**config.mk**
```make
export PLATFORM = sky130hd
export DESIGN_NAME = ahb2apb_bridge_mslv
export DESIGN_NICKNAME = d
export VERILOG_FILES = /design/src/rtl/ahb2apb_bridge_mslv.sv
export SDC_FILE = /design/constraint.sdc
export NUM_CORES = 1
export LEC_CHECK = 0
export CAP_MARGIN = 40
export CELL_PAD_IN_SITES_DETAIL_PLACEMENT = 0
export CELL_PAD_IN_SITES_GLOBAL_PLACEMENT = 1
export CORE_ASPECT_RATIO = 2
export CORE_MARGIN = 2
export CORE_UTILIZATION = 24
export DETAILED_ROUTE_END_ITERATION = 7
export PLACE_DENSITY_LB_ADDON = 0.1
export SYNTH_ARGS = -nofsm -noshare
export SYNTH_HDL_FRONTEND = slang
export SYNTH_SLANG_ARGS = --single-unit
```
**constraint.sdc**
```tcl
create_clock -name Hclk -period 3.1 [get_ports Hclk]
set_input_delay 0.775 -clock Hclk [delete_from_list [all_inputs] [get_ports Hclk]]
set_output_delay 0.775 -clock Hclk [all_outputs]
set_load 0.02 [all_outputs]
```
**src/rtl/ahb2apb_bridge_mslv.sv**
```systemverilog
// AHB-Lite to APB3 bridge for up to NUM_SLV peripherals in equal power-of-two windows from SLV_BASE.
// Latency: read reaches Penable 2 cycles after the accepted address phase, write 3 cycles; PREADY adds waits.
// Backpressure: Hreadyout low through WDATA/SETUP/ACCESS and ERR1; optional ACCESS watchdog under APB_TIMEOUT_EN.
module ahb2apb_bridge_mslv #(
  parameter int                ADDR_W        = 32,
  parameter int                DATA_W        = 32,
  parameter int                NUM_SLV       = 3,
  parameter logic [ADDR_W-1:0] SLV_BASE      = 'h8000_0000,
  parameter int                SLV_SIZE_LOG2 = 26,
  parameter int                TIMEOUT_CYC   = 256
) (
  input  logic                      Hclk,
  input  logic                      Hreset,
  input  logic                      Hwrite,
  input  logic                      Hreadyin,
  input  logic [1:0]                Htrans,
  input  logic [ADDR_W-1:0]         Haddr,
  input  logic [DATA_W-1:0]         Hwdata,
  input  logic [NUM_SLV*DATA_W-1:0] Prdata,
  input  logic [NUM_SLV-1:0]        Pready,
  input  logic [NUM_SLV-1:0]        Pslverr,
  output logic [NUM_SLV-1:0]        Pselx,
  output logic [ADDR_W-1:0]         Paddr,
  output logic [DATA_W-1:0]         Pwdata,
  output logic                      Pwrite,
  output logic                      Penable,
  output logic                      Hreadyout,
  output logic [1:0]                Hresp,
  output logic [DATA_W-1:0]         Hrdata
);

  localparam int SLOT_W = (NUM_SLV > 1) ? $clog2(NUM_SLV) : 1;

  typedef enum logic [2:0] {
    S_IDLE,
    S_WDATA,
    S_SETUP,
    S_ACCESS,
    S_ERR1,
    S_ERR2
  } state_t;

  state_t              state_q, state_d;
  logic [SLOT_W-1:0]   slot_q, slot_d;
  logic [ADDR_W-1:0]   paddr_q, paddr_d;
  logic                pwrite_q, pwrite_d;
  logic [DATA_W-1:0]   pwdata_q, pwdata_d;

  logic [ADDR_W-1:0]   addr_off;
  logic [ADDR_W-1:0]   slot_full;
  logic                dec_hit;
  logic [SLOT_W-1:0]   dec_slot;
  logic                accept_req;
  logic                take;
  logic                psel_active;
  logic [DATA_W-1:0]   sel_rdata;
  logic                sel_rdy;
  logic                sel_err;
  logic                wdog_exp;

`ifdef APB_TIMEOUT_EN
  localparam int CNT_W = $clog2(TIMEOUT_CYC) + 1;
  logic [CNT_W-1:0] wdog_q, wdog_d;

  // Watchdog flags the last tolerated wait cycle; Pready in that same cycle still completes normally.
  assign wdog_exp = (wdog_q == CNT_W'(TIMEOUT_CYC - 1));

  // Count ACCESS wait cycles; SETUP always precedes ACCESS, so clearing there clears on ACCESS entry.
  always_comb begin
    wdog_d = wdog_q;
    if (state_q == S_SETUP) begin
      wdog_d = '0;
    end else if (state_q == S_ACCESS && !sel_rdy) begin
      wdog_d = wdog_q + CNT_W'(1);
    end
  end

  // Watchdog counter register.
  always_ff @(posedge Hclk or posedge Hreset) begin
    if (Hreset) begin
      wdog_q <= '0;
    end else begin
      wdog_q <= wdog_d;
    end
  end
`else
  assign wdog_exp = 1'b0;
`endif

  // A transfer is requested for NONSEQ/SEQ with the bus ready; IDLE/BUSY are ignored.
  assign accept_req = Hreadyin && (Htrans inside {2'b10, 2'b11});

  // Address decode: equal windows above SLV_BASE; anything below the base or past the last slot misses.
  always_comb begin
    addr_off  = Haddr - SLV_BASE;
    slot_full = addr_off >> SLV_SIZE_LOG2;
    dec_hit   = (Haddr >= SLV_BASE) && (slot_full < ADDR_W'(NUM_SLV));
    dec_slot  = slot_full[SLOT_W-1:0];
  end

  // Return-path mux: pick the active slave's PRDATA/PREADY/PSLVERR.
  always_comb begin
    sel_rdata = '0;
    sel_rdy   = 1'b0;
    sel_err   = 1'b0;
    for (int i = 0; i < NUM_SLV; i++) begin
      if (slot_q == SLOT_W'(i)) begin
        sel_rdata = Prdata[i*DATA_W +: DATA_W];
        sel_rdy   = Pready[i];
        sel_err   = Pslverr[i];
      end
    end
  end

  // FSM next state, AHB response and APB control; a new transfer may start in IDLE or a clean ACCESS completion.
  always_comb begin
    state_d     = state_q;
    slot_d      = slot_q;
    paddr_d     = paddr_q;
    pwrite_d    = pwrite_q;
    pwdata_d    = pwdata_q;
    take        = 1'b0;
    psel_active = 1'b0;
    Penable     = 1'b0;
    Hreadyout   = 1'b1;
    Hresp       = 2'b00;

    case (state_q)
      S_IDLE: begin
        take = accept_req;
      end
      S_WDATA: begin
        Hreadyout = 1'b0;
        pwdata_d  = Hwdata;
        state_d   = S_SETUP;
      end
      S_SETUP: begin
        Hreadyout   = 1'b0;
        psel_active = 1'b1;
        state_d     = S_ACCESS;
      end
      S_ACCESS: begin
        psel_active = 1'b1;
        Penable     = 1'b1;
        Hreadyout   = sel_rdy && !sel_err;
        if (sel_rdy) begin
          if (sel_err) begin
            state_d = S_ERR1;
          end else begin
            state_d = S_IDLE;
            take    = accept_req;
          end
        end else if (wdog_exp) begin
          state_d = S_ERR1;
        end
      end
      S_ERR1: begin
        Hreadyout = 1'b0;
        Hresp     = 2'b01;
        state_d   = S_ERR2;
      end
      S_ERR2: begin
        Hresp   = 2'b01;
        state_d = S_IDLE;
      end
      default: begin
        state_d = S_IDLE;
      end
    endcase

    // Misses go straight to the error response without touching the APB side.
    if (take) begin
      if (dec_hit) begin
        slot_d   = dec_slot;
        paddr_d  = Haddr;
        pwrite_d = Hwrite;
        state_d  = Hwrite ? S_WDATA : S_SETUP;
      end else begin
        state_d = S_ERR1;
      end
    end
  end

  // State and APB address/data registers; APB fields hold their values when idle.
  always_ff @(posedge Hclk or posedge Hreset) begin
    if (Hreset) begin
      state_q  <= S_IDLE;
      slot_q   <= '0;
      paddr_q  <= '0;
      pwrite_q <= 1'b0;
      pwdata_q <= '0;
    end else begin
      state_q  <= state_d;
      slot_q   <= slot_d;
      paddr_q  <= paddr_d;
      pwrite_q <= pwrite_d;
      pwdata_q <= pwdata_d;
    end
  end

  // One-hot select of the latched slot while in SETUP/ACCESS.
  always_comb begin
    Pselx = '0;
    for (int i = 0; i < NUM_SLV; i++) begin
      Pselx[i] = psel_active && (slot_q == SLOT_W'(i));
    end
  end

  assign Paddr  = paddr_q;
  assign Pwrite = pwrite_q;
  assign Pwdata = pwdata_q;
  assign Hrdata = Penable ? sel_rdata : '0;

endmodule

```
# Word level (Yosys, flattened, before mapping)
# Index checks and enable logic that the tools add are counted.
dict set report classes {
  add_sub_neg 1
  mul 0
  div 0
  n_lt_le_gt_ge 2
  eq_ne 11
  n_shift 0
  mux 23
  bitwise_logic 0
  n_reduce_logical 15
}
# op n
set op_table {}
lappend op_table {{2-to-1 mux 32 bit} 4}
lappend op_table {{>= comparator 32 bit (second input constant)} 1}
lappend op_table {{subtractor 32 bit (second input constant)} 1}
lappend op_table {{one-hot mux 3 bit (5 select lines)} 1}
lappend op_table {{2-to-1 mux 3 bit} 4}
lappend op_table {{2-to-1 mux 1 bit} 11}
lappend op_table {{equality test 2 bit (second input constant)} 3}
lappend op_table {{equality test 3 x 2 -> 1 bit (second input constant)} 2}
lappend op_table {{equality test 3 bit (second input constant)} 2}
lappend op_table {{logical AND 1 bit} 6}
lappend op_table {{< comparator 6 x 2 -> 1 bit (second input constant)} 1}
lappend op_table {{one-hot mux 1 bit (2 select lines)} 2}
lappend op_table {{AND reduction 2 bit} 2}
lappend op_table {{OR reduction 2 bit} 2}
lappend op_table {{equality test 3 x 1 -> 1 bit (second input constant)} 1}
lappend op_table {{logical NOT 3 bit} 1}
lappend op_table {{!= test 3 bit (second input constant)} 1}
lappend op_table {{OR reduction 3 bit} 1}
lappend op_table {{equality test 2 x 1 -> 1 bit (second input constant)} 1}
lappend op_table {{logical NOT 2 bit} 1}
lappend op_table {{2-to-1 mux 2 bit} 1}
lappend op_table {{!= test 2 bit (second input constant)} 1}
lappend op_table {{nonzero test 2 bit} 1}
lappend op_table {{logical NOT 1 bit} 1}
dict set report totals {
  regBits 70
  latchBits 0
  mem_bits_rw 0
  romBits 0
  in_bits 172
  output_inout_bits 104
  wordCells 57
  memories 0
}

# Longest topological paths before layout
dict set report logic_depth {
  word_depth 9
  depth_mapped 8
  ltp_nobuf 5
}

# Least setup slack after synthesis
# No wires, ideal clock.
dict set report synth_path {
  kind {register -> output}
  startpoint {register slot_q[0]}
  endpoint {output port Pselx[1]}
  arrival_ns 1.756
  required_ns 2.325
  slack_ns 0.569
  path_stages_with_launch 4
  cell_sequence {dfrtp_1 buf_2 buf_1 nor3b_1}
}
dict set report synth_via {
  elab_chain_len 2
}
# item line_no
set synth_rtl {}
lappend synth_rtl {{start: declaration} 44} ;# logic [SLOT_W-1:0] slot_q, slot_d;
lappend synth_rtl {{start signal: assignment} 194} ;# slot_q <= slot_d;
lappend synth_rtl {{equality test 2 x 1 -> 1 bit} 205} ;# Pselx[i] = psel_active && (slot_q == SLOT_W'(i));
lappend synth_rtl {{logical AND 1 bit} 205}
lappend synth_rtl {{end: declaration} 22} ;# output logic [NUM_SLV-1:0] Pselx,
# Every way passes these cells.

# Final worst setup path
dict set report layout_path {
  startpoint {input port Prdata[28]}
  endpoint {output port Hrdata[28]}
}
dict set report layout_via {
  elab_chain_len 4
}
# item line_no
set layout_rtl {}
lappend layout_rtl {{start: declaration} 19} ;# input logic [NUM_SLV*DATA_W-1:0] Prdata,
lappend layout_rtl {{2-to-1 mux 32 bit (3 in series)} 107} ;# if (slot_q == SLOT_W'(i)) begin
lappend layout_rtl {{2-to-1 mux 32 bit} 212} ;# assign Hrdata = Penable ? sel_rdata : '0;
lappend layout_rtl {{end: declaration} 29} ;# output logic [DATA_W-1:0] Hrdata
# Every way passes these cells.

==> metrics <==
R2R Path Start slot_q[0]; clk buf depth 2; Critical Path RT 2.32 ns; Syn Inst Count 331; Max Cap Viol 0; Worst Tran Pin Value 0.754 ns; clk_lat worst skew 0.32 ns; TritonCTS Buffers 9; CTS tree done; RSZ-0062 raised after global routing false; hold endpoint Paddr[31]; cell row count 63; Detailed Routing Iterations Pass 1 4; clock skew between 0.005 and 0.006 ns; fill count 1380; worst r2r dst Paddr[15]; Hold Crit Depth 1; post-placement cell count approximately 780; flop-to-flop setup slack 0.78 ns; hold_ws ~0.47 ns; final setup TNS 0 ns; Slew headroom 49.7%; Hold Fails Final Rpt 0; Routability Congestion roughly 0.73; CTS root buf clkbuf_16; Avg Inst Size Synth 11.0 um2; post-synthesis sequential area ratio 46.5%; HP Start Paddr[31]; area post-placement around 0.0066 mm2; final net count 770; first-pass GRT wire length 19800 um; post-CTS setup buffer count 0; I/O Pins between 200 and 300; WL per Instance 16.0 um; vias in the first global route 3794; crit path DAT between 2 and 2.5 ns; largest net degree at the start of global routing 45; library cells used by synthesis 33; htree depth 3; Max Slew Vio Count 0; GRT Util Overall 15.6%; synthesized area 0.00366 mm2; clock-pin slew on the worst setup and hold paths approximately 0.060 ns; Port-buffer cells ~270; die height 179 um; worst-path maximum fanout 1; Antenna diodes 0; Via density between 4 and 5; ANT nets after route 0; DR iter-0 viols 92; IR drop worst, VDD 287 uV; Finished Cell Area 0.00692 mm2; pwr dens 728 mW/mm2; GRT overflow 0; Hold Crit Class flop to flop; crit path capture type output pin; Detailed Place HPWL 9980 um; clk sink count 68; post-route insts no fill 797; Via Count 3513; CP Launch Type primary input; die area 0.0163 mm2; critical path class primary input to output pin; minimum clock period between 2 and 3 ns; Worst Reg-to-Reg Cells 6; final setup vio count 0; Synth warnings 0; Residual DRC 0; initial core utilization 24.5%; initial antenna violation count 0; final WL 12700 um; Area Growth Syn to Fin 89.2%; chip width 91.3 um; number of synthesized register bits 68; final worst-path cycle share 96.7%; layout cell share with drive strength beyond 1 approximately 15%; status finished, final reports clean; Net Count, Synth ~500; core area 0.0149 mm2; cell leakage power 2.90 nW; Max Clock Freq 334 MHz
## worst max path at each step
stage	from	end	slack, ns	cells after the start
6_report	Prdata[28]	Hrdata[28]	0.10	6
5_1_grt	Prdata[28]	Hrdata[28]	0.01	6
4_1_cts	Prdata[17]	Hrdata[17]	0.02	6
3_5_place_dp	Haddr[28]	Paddr[25]	0.03	6
3_3_place_gp	Prdata[49]	Hrdata[17]	0.03	6
2_1_floorplan	slot_q[0]	Pselx[1]	0.57	3
## through the flow
| step | setup WS, ns | utilization [%] | total power [mW] |
|---|---|---|---|
| floorplan | 0.569 | - | 2.85 |
| global route | 0.0129 | 46.4 | 5.36 |
| finish | 0.102 | 46.4 | 5.03 |
| CTS | 0.0236 | 46.4 | 5.14 |
| global placement | 0.0332 | 44.4 | 4.06 |
| detailed placement | 0.0298 | 44.4 | 4.11 |
## area by class of cell
class	instances	area (um2)	area share, %
multi-input combinational	233	1800	26.0
tap	195	244	3.53
clock inverter	5	52.6	0.760
clock buffer	10	239	3.45
timing repair buffer	283	2870	41.5
inverter	3	11.3	0.163
sequential	68	1700	24.6
## sequential cells by signal, indices dropped and copies added, names as in the netlist
signal	cells
Pwdata	32
Paddr	31
slot_q	1
state_q	3
Pwrite	1
## layout by cell type (no fill, tap or decap), types with 2 or more instances in the layout
master           instances
a21oi_1                 34
buf_12                   5
clkdlybuf4s50_1        270
clkinv_2                 3
nand2_1                  4
clkbuf_16                9
o211ai_1                 4
inv_1                    2
mux2_2                  37
nor3_1                   2
nor2b_1                  2
dfrtp_1                 67
dlymetal6s2s_1           2
o21ai_0                  2
nand2b_1                 2
mux2i_1                 34
mux2_4                  24
and2_1                   3
o22ai_1                  2
nor2_1                  65
buf_4                    6
nand3b_1                 4
## cell families (layout without fill, tap and decap cells)
family          after synthesis  count (layout)  synth area share (%)
mux                          95              95                  30.6
simple gates                 90              90                  10.9
flops                        68              68                  46.5
compound gates               47              47                  7.25
buf+inv                      30             301                  4.62
other cells                   1               1                 0.103
## cell usage after synthesis
cell / count / area, um2
a211o_1: 2 / 17.5
a21o_1: 1 / 7.51
a21oi_1: 34 / 170
and2_1: 3 / 18.8
and3_1: 1 / 6.26
and3b_1: 1 / 8.76
buf_1: 4 / 15.0
buf_12: 2 / 40.0
buf_2: 4 / 20.0
buf_4: 1 / 7.51
buf_6: 2 / 22.5
clkbuf_1: 14 / 52.6
conb_1: 1 / 3.75
dfrtp_1: 68 / 1700
inv_1: 3 / 11.3
mux2_2: 37 / 417
mux2_4: 24 / 360
mux2i_1: 34 / 340
nand2_1: 4 / 15.0
nand2b_1: 2 / 12.5
nand3_1: 1 / 5.00
nand3b_1: 4 / 30.0
nor2_1: 65 / 244
nor2b_1: 3 / 18.8
nor3_1: 2 / 10.0
nor3b_1: 2 / 15.0
o211a_1: 1 / 10.0
o211ai_1: 4 / 30.0
o21a_1: 1 / 7.51
o21ai_0: 2 / 10.0
o22ai_1: 2 / 12.5
or3_1: 1 / 6.26
or4b_1: 1 / 10.0
## per-layer routing
metal | global-route usage, % | vias to the layer above | routed length (um)
met4 | 7.70 | 0 | 451
met1 | 16.3 | 1619 | 4560
li1 | - | 1671 | -
met2 | 28.5 | 203 | 6670
met3 | 4.44 | 20 | 1070
met5 | 0 | - | 0
## report_power, final
part           total (mW)  internal (mW)  switching, mW
logic                2.61           1.43           1.19
registers            1.43           1.23          0.201
clock network       0.992          0.635          0.358
## critical path: stages
cell and delay (ns):
clkdlybuf4s50_1 0.48, mux2i_1 0.07, nor2_1 0.08, a21oi_1 0.04, nor2_1 0.12, clkdlybuf4s50_1 0.65
## repair_timing
item / CTS / global route
hold buffers: 0 / 0
gates resized for setup: 0 / 2
setup endpoints to repair: 0 / 2
Note: power is estimated with default switching activity, not from simulation.
